$ cat config.mk
export PLATFORM = sky130hd
export DESIGN_NAME = regfile_wb_arbiter_flat
export DESIGN_NICKNAME = d
export VERILOG_FILES = /design/src/rtl/regfile_pkg.sv /design/src/rtl/regfile_wb_arbiter_if.sv /design/src/rtl/wb_skid_fifo.sv /design/src/rtl/regfile_wb_arbiter.sv /design/src/flat_wrapper.sv
export SDC_FILE = /design/constraint.sdc
export NUM_CORES = 1
export LEC_CHECK = 0
export ABC_CLOCK_PERIOD_IN_PS = 4800
export CAP_MARGIN = 40
export CORE_AREA = 4 4 140 142
export CTS_CLUSTER_DIAMETER = 100
export CTS_CLUSTER_SIZE = 40
export DETAILED_ROUTE_END_ITERATION = 10
export DIE_AREA = 0 0 144 146
export PLACE_DENSITY = 0.77
export SLEW_MARGIN = 20
export SYNTH_ARGS = -nofsm -noshare
export SYNTH_HDL_FRONTEND = slang
export SYNTH_HIERARCHICAL = 1
export SYNTH_SLANG_ARGS = --single-unit
$ cat constraint.sdc
create_clock -name clock -period 4.8 [get_ports clock]
set_input_delay 0.48 -clock clock [delete_from_list [all_inputs] [get_ports clock]]
set_output_delay 0.48 -clock clock [all_outputs]
set_load 0.02 [all_outputs]
$ cat src/rtl/regfile_pkg.sv
// regfile_pkg: shared register-file widths and the write-request record.
package regfile_pkg;
    localparam int XLEN       = 64;
    localparam int REG_ADDR_W = 5;
    localparam int NUM_REGS   = 32;

    typedef struct packed {
        logic [REG_ADDR_W-1:0] rd;
        logic [XLEN-1:0]       data;
    } wb_req_t;
endpackage

$ cat src/rtl/regfile_wb_arbiter_if.sv
// regfile_wb_arbiter_if: WB stage, multi-cycle unit and register-file write port signals.
interface regfile_wb_arbiter_if;
    import regfile_pkg::*;
    logic                  wb_valid;
    logic [REG_ADDR_W-1:0] wb_rd;
    logic [XLEN-1:0]       wb_data;
    logic                  mc_valid;
    logic [REG_ADDR_W-1:0] mc_rd;
    logic [XLEN-1:0]       mc_data;
    logic                  mc_ready;
    logic                  RegWrite;
    logic [REG_ADDR_W-1:0] rd;
    logic [XLEN-1:0]       Write_Data;
    logic [NUM_REGS-1:0]   pend_mask;
    logic                  stall_req;

    modport master (
        output wb_valid, wb_rd, wb_data, mc_valid, mc_rd, mc_data,
        input  mc_ready, RegWrite, rd, Write_Data, pend_mask, stall_req
    );
    modport slave (
        input  wb_valid, wb_rd, wb_data, mc_valid, mc_rd, mc_data,
        output mc_ready, RegWrite, rd, Write_Data, pend_mask, stall_req
    );
endinterface

$ cat src/rtl/wb_skid_fifo.sv
// wb_skid_fifo: circular buffer for multi-cycle results; storage is not reset,
// only pointers and count are, and per-entry liveness is exported for mask decode.
module wb_skid_fifo
    import regfile_pkg::*;
#(
    parameter  int DEPTH = 2,
    localparam int PW    = $clog2(DEPTH),
    localparam int CW    = $clog2(DEPTH + 1)
) (
    input  logic             clock,
    input  logic             reset,
    input  logic             push,
    input  wb_req_t          din,
    input  logic             pop,
    output wb_req_t          dout,
    output logic             full,
    output logic             empty,
    output logic [CW-1:0]    count,
    output wb_req_t          entries [DEPTH],
    output logic [DEPTH-1:0] live
);
    logic [PW-1:0] rd_ptr, wr_ptr;
    wb_req_t       mem [DEPTH];

    always_ff @(posedge clock or negedge reset) begin
        if (!reset) begin
            rd_ptr <= '0;
            wr_ptr <= '0;
            count  <= '0;
        end else begin
            if (push) wr_ptr <= wr_ptr + 1'b1;
            if (pop) rd_ptr <= rd_ptr + 1'b1;
            count <= count + CW'(push) - CW'(pop);
        end
    end

    always_ff @(posedge clock) begin
        if (push) mem[wr_ptr] <= din;
    end

    assign dout    = mem[rd_ptr];
    assign entries = mem;
    assign full    = count == CW'(DEPTH);
    assign empty   = count == '0;

    // An entry is live when its distance from the head is below the occupancy.
    for (genvar i = 0; i < DEPTH; i++) begin : g_live
        logic [PW-1:0] off;
        assign off     = PW'(i) - rd_ptr;
        assign live[i] = CW'(off) < count;
    end
endmodule

$ cat src/rtl/regfile_wb_arbiter.sv
// regfile_wb_arbiter: shares the register-file write port between pipeline WB
// (always wins) and buffered multi-cycle results; exports pending mask and stall hint.
module regfile_wb_arbiter
    import regfile_pkg::*;
#(
    parameter int DEPTH    = 2,
    parameter int MAX_WAIT = 4
) (
    input logic                 clock,
    input logic                 reset,
    regfile_wb_arbiter_if.slave bus
);
    localparam int CW = $clog2(DEPTH + 1);
    localparam int AW = $clog2(MAX_WAIT + 1);

    logic             wb_own, push, pop, full, empty;
    logic [CW-1:0]    count;
    logic [AW-1:0]    age;
    logic [DEPTH-1:0] live;
    wb_req_t          head;
    wb_req_t          entries [DEPTH];
    logic [NUM_REGS-1:0] mask;

    assign wb_own = bus.wb_valid && bus.wb_rd != '0;
    assign pop    = !wb_own && !empty;
    // Handshakes to x0 are accepted but never stored.
    assign push   = bus.mc_valid && !full && bus.mc_rd != '0;

    wb_skid_fifo #(.DEPTH(DEPTH)) u_fifo (
        .clock   (clock),
        .reset   (reset),
        .push    (push),
        .din     ('{rd: bus.mc_rd, data: bus.mc_data}),
        .pop     (pop),
        .dout    (head),
        .full    (full),
        .empty   (empty),
        .count   (count),
        .entries (entries),
        .live    (live)
    );

    always_comb begin
        bus.mc_ready   = count != CW'(DEPTH);
        bus.RegWrite   = wb_own || !empty;
        bus.rd         = wb_own ? bus.wb_rd : empty ? '0 : head.rd;
        bus.Write_Data = wb_own ? bus.wb_data : empty ? '0 : head.data;
        bus.stall_req  = age == AW'(MAX_WAIT) && !empty;
    end

    always_comb begin
        mask = '0;
        for (int i = 0; i < DEPTH; i++)
            if (live[i]) mask[entries[i].rd] = 1'b1;
        bus.pend_mask = {mask[NUM_REGS-1:1], 1'b0};
    end

    always_ff @(posedge clock or negedge reset) begin
        if (!reset) age <= '0;
        else if (empty || pop) age <= '0;
        else if (wb_own && age != AW'(MAX_WAIT)) age <= age + 1'b1;
    end
endmodule

$ cat src/flat_wrapper.sv
// flat-port wrapper written by rule: the top's interface ports become plain ports
module regfile_wb_arbiter_flat import regfile_pkg::*;
#(
    parameter int DEPTH    = 2,
    parameter int MAX_WAIT = 4
)
  (clock, reset, bus_wb_valid, bus_wb_rd, bus_wb_data, bus_mc_valid, bus_mc_rd, bus_mc_data, bus_mc_ready, bus_RegWrite, bus_rd, bus_Write_Data, bus_pend_mask, bus_stall_req);
  regfile_wb_arbiter_if bus_i ();
  input logic clock;
  input logic reset;
  input wire logic [$bits(bus_i.wb_valid)-1:0] bus_wb_valid;
  input wire logic [$bits(bus_i.wb_rd)-1:0] bus_wb_rd;
  input wire logic [$bits(bus_i.wb_data)-1:0] bus_wb_data;
  input wire logic [$bits(bus_i.mc_valid)-1:0] bus_mc_valid;
  input wire logic [$bits(bus_i.mc_rd)-1:0] bus_mc_rd;
  input wire logic [$bits(bus_i.mc_data)-1:0] bus_mc_data;
  output wire logic [$bits(bus_i.mc_ready)-1:0] bus_mc_ready;
  output wire logic [$bits(bus_i.RegWrite)-1:0] bus_RegWrite;
  output wire logic [$bits(bus_i.rd)-1:0] bus_rd;
  output wire logic [$bits(bus_i.Write_Data)-1:0] bus_Write_Data;
  output wire logic [$bits(bus_i.pend_mask)-1:0] bus_pend_mask;
  output wire logic [$bits(bus_i.stall_req)-1:0] bus_stall_req;
  assign bus_i.wb_valid = bus_wb_valid;
  assign bus_i.wb_rd = bus_wb_rd;
  assign bus_i.wb_data = bus_wb_data;
  assign bus_i.mc_valid = bus_mc_valid;
  assign bus_i.mc_rd = bus_mc_rd;
  assign bus_i.mc_data = bus_mc_data;
  assign bus_mc_ready = bus_i.mc_ready;
  assign bus_RegWrite = bus_i.RegWrite;
  assign bus_rd = bus_i.rd;
  assign bus_Write_Data = bus_i.Write_Data;
  assign bus_pend_mask = bus_i.pend_mask;
  assign bus_stall_req = bus_i.stall_req;
  regfile_wb_arbiter #(.DEPTH(DEPTH), .MAX_WAIT(MAX_WAIT)) u_core (.clock(clock), .reset(reset), .bus(bus_i));
endmodule
==> flow_metrics.py <==
metrics = {
    "cells_and_area": {
        "final_cell_mix": "clkdlybuf4s50_1, edfxtp_1, inv_1, nand2_1, mux2_4",
        "syn2layout_area_growth_pct": 40.44,
        "antenna_cells": 0,
        "drive_gt1_frac": 0.2201,
        "fin_nets": 930,
        "final_common_cell": "clkdlybuf4s50_1",
    },
    "die": {
        "initial_core_util": 0.4225,
        "fp.dieW_microns": 144,
        "core_sq_um": 18460,
        "die_h_microns": 146,
        "design.die.area_sq_um": 21020,
        "row_count": 50,
        "ioPinCount": 246,
    },
    "synth": {
        "synth.distinct_cells": 39,
        "synthCells": 549,
        "netlist.area_leader.share": 0.5315,
        "yosys.area.top_type": "edfxtp_1",
        "ys_top_cells_by_area": "edfxtp_1, mux2_4, o32ai_2",
        "syn_area_per_cell_sq_um": 14.20,
        "yosysSeqAreaShare": 0.5539,
        "ys_seq_elements": 145,
        "netlist_area_sq_um": 7797,
        "ys_warn_count": 6,
        "synth_nets": 695,
    },
    "global_route": {
        "overflow": 0,
        "grt_pass1_wl_microns": 28230,
        "grt_max_degree": 45,
        "grt_use_total": 0.1708,
        "antenna_found_initial": 0,
        "grt_pass1_vias": 5474,
    },
    "power": {
        "vdd_drop_max_mv": 0.2785,
        "p_leak_nw": 4.096,
        "p_per_area_nw_per_um2": 510.8,
    },
    "clock_network": {
        "cts-root-buf": "clkbuf_16",
        "cts_made_buffers": 17,
        "postCtsSetupRepairBufs": 0,
        "clkTransAtPathRegs_ns": 0.06,
        "htreeDepth": 4,
        "clk_latency_ns": 0.40,
        "cts.sinks": 145,
        "cts_hold_buffers": 0,
        "cts.path.max_buffers": 2,
        "cts_resized": 0,
        "cts_tree": "done",
    },
    "drt": {
        "drc": 0,
        "first_pass_iters": 4,
        "viasPerCell": 5.166,
        "ant_nets": 0,
        "drt_iter0_drc": 210,
        "routed_wirelength_microns": 18260,
        "wire_per_inst_microns": 17.74,
        "vias": 5316,
    },
    "timing": {
        "clock-skew-final_ns": 0.006558,
        "max_slew.worst_pin.slew_ns": 0.5665,
        "setup_viol": 0,
        "rsz0062_at_grt": "false",
        "slew_violations": 0,
        "whs_ns": 0.3362,
        "maxSlewHeadroom": 0.6198,
        "final.min_clock_period_ns": 3.540,
        "hold_viol_final": 0,
        "finalCritPeriodShare": 0.7375,
        "setup_tns_ns": 0,
        "fmax_ghz": 0.2825,
    },
    "setup_path": {
        "start_kind": "input port",
        "path_depth": 6,
        "max_stage_delay_ns": 0.65,
        "crit_chain": "clkdlybuf4s50_1 > or4_4 > o21a_4 > buf_12 > o32ai_1 > clkdlybuf4s50_1",
        "cp_data_arrival_time_ns": 3.06,
        "path_delay_family": "buffers and inverters",
        "path_class": "input port to output port",
        "path_buf_inv": 3,
        "path_max_fanout": 34,
        "ff2ff_setup_slack_ns": 2.46,
        "slowest_stage": "clkdlybuf4s50_1",
        "required_ns": 4.32,
        "ff2ff_path_depth": 4,
        "crit_top_cell": "clkdlybuf4s50_1",
        "crit_path_end_kind": "output port",
    },
    "place": {
        "place_congestion": 0.7457,
        "place.port_buffers": 244,
        "hpwl_microns": 12890,
    },
    "worst_hold_path": {
        "holdCritPathClass": "input port to asynchronous set/reset pin",
    },
    "run": {
        "drv_cap": 0,
    },
    "run_status": {
        "outcome": "finished, final reports clean",
    },
}
==> state kept, by name, indices dropped and copies added, names as in the netlist <==
register	flops
u_core/u_fifo/wr_ptr	1
u_core/u_fifo/rd_ptr	1
u_core/u_fifo/entries	138
u_core/u_fifo/count	2
u_core/age	3
==> power breakdown <==
| part | total (W) | switching (W) | internal, W | leakage [nW] |
|---|---|---|---|---|
| logic | 0.00240 | 0.00119 | 0.00121 | 2.44 |
| registers | 0.00189 | 0.000166 | 0.00172 | 1.37 |
| clock network | 0.00130 | 0.000491 | 0.000813 | 0.285 |
==> synth_stat cells (all sizes together) <==
library cell and n:
inv 69, o41ai 1, o32ai 64, and2 1, xor2 2, xnor2 3
o21ai 2, nor2b 2, nor3b 1, or3b 6, a21o 1, o21a 1
mux2i 1, o21bai 1, o22ai 31, edfxtp 138, nand2b 1, nand2 69
buf 21, conb 1, or4 2, a32o 5, nor3 3, dfrtp 7
nor2 7, clkbuf 19, nand3b 11, nand3 4, ha 4, mux2 69
or3 2
==> per-stage QoR <==
stage / setup slack (ns) / util / cells / cell area, sq um / power, W
finish: 1.260 / 0.5934 / 1029 / 10950 / 0.005594
global route: 1.164 / 0.5934 / 1029 / 10950 / 0.005876
CTS: 1.242 / 0.5923 / 1028 / 10930 / 0.005648
detailed placement: 1.256 / 0.5603 / 998 / 10340 / 0.004322
global placement: 1.231 / 0.5582 / 996 / 10300 / 0.004280
floorplan: 0.2205 / - / 549 / 7797 / 0.003612
==> cells by family (layout without fill, tap and decap cells) <==
family / Yosys count / in the layout / share of synthesized area
DFF: 145 / 145 / 0.5539
and+or+nand+nor: 109 / 109 / 0.06691
buffers and inverters: 109 / 355 / 0.07686
AOI/OAI and AO/OA: 106 / 106 / 0.1566
muxes: 70 / 70 / 0.1332
xor gates and xnor gates: 5 / 5 / 0.005617
adders and majority gates: 4 / 4 / 0.006419
other: 1 / 1 / 0.0004809
==> final cells by class <==
cell class	instances	area, sq um
repair buffers	256	2577
clock inverters	13	163.9
fillers	1484	7505
clock buffers	17	425.4
inverters	69	259.0
multi-input cells	295	2909
flip-flops and latches	145	4323
well taps	234	292.8
==> metal layers <==
layer | up-vias | global-route usage | share of wire
met4 | 0 | 0.04944 | 0.014
met2 | 190 | 0.2921 | 0.51
met3 | 20 | 0.05094 | 0.068
met1 | 2554 | 0.2076 | 0.41
met5 | - | 0 | 0
li1 | 2552 | - | -
==> path summary, 6_finish.rpt <==
path | from | end
worst max register to register | u_core/u_fifo/count[1] | u_core/u_fifo/entries[25]
max in group asynchronous | reset | u_core/u_fifo/rd_ptr
min in group clock | u_core/u_fifo/wr_ptr | u_core/u_fifo/wr_ptr
worst min-delay path | reset | u_core/u_fifo/wr_ptr
worst max-delay path | bus_wb_rd[0] | bus_Write_Data[2]
worst min register to register | u_core/u_fifo/wr_ptr | u_core/u_fifo/wr_ptr
No activity file was read; power rests on OpenSTA's default activity.
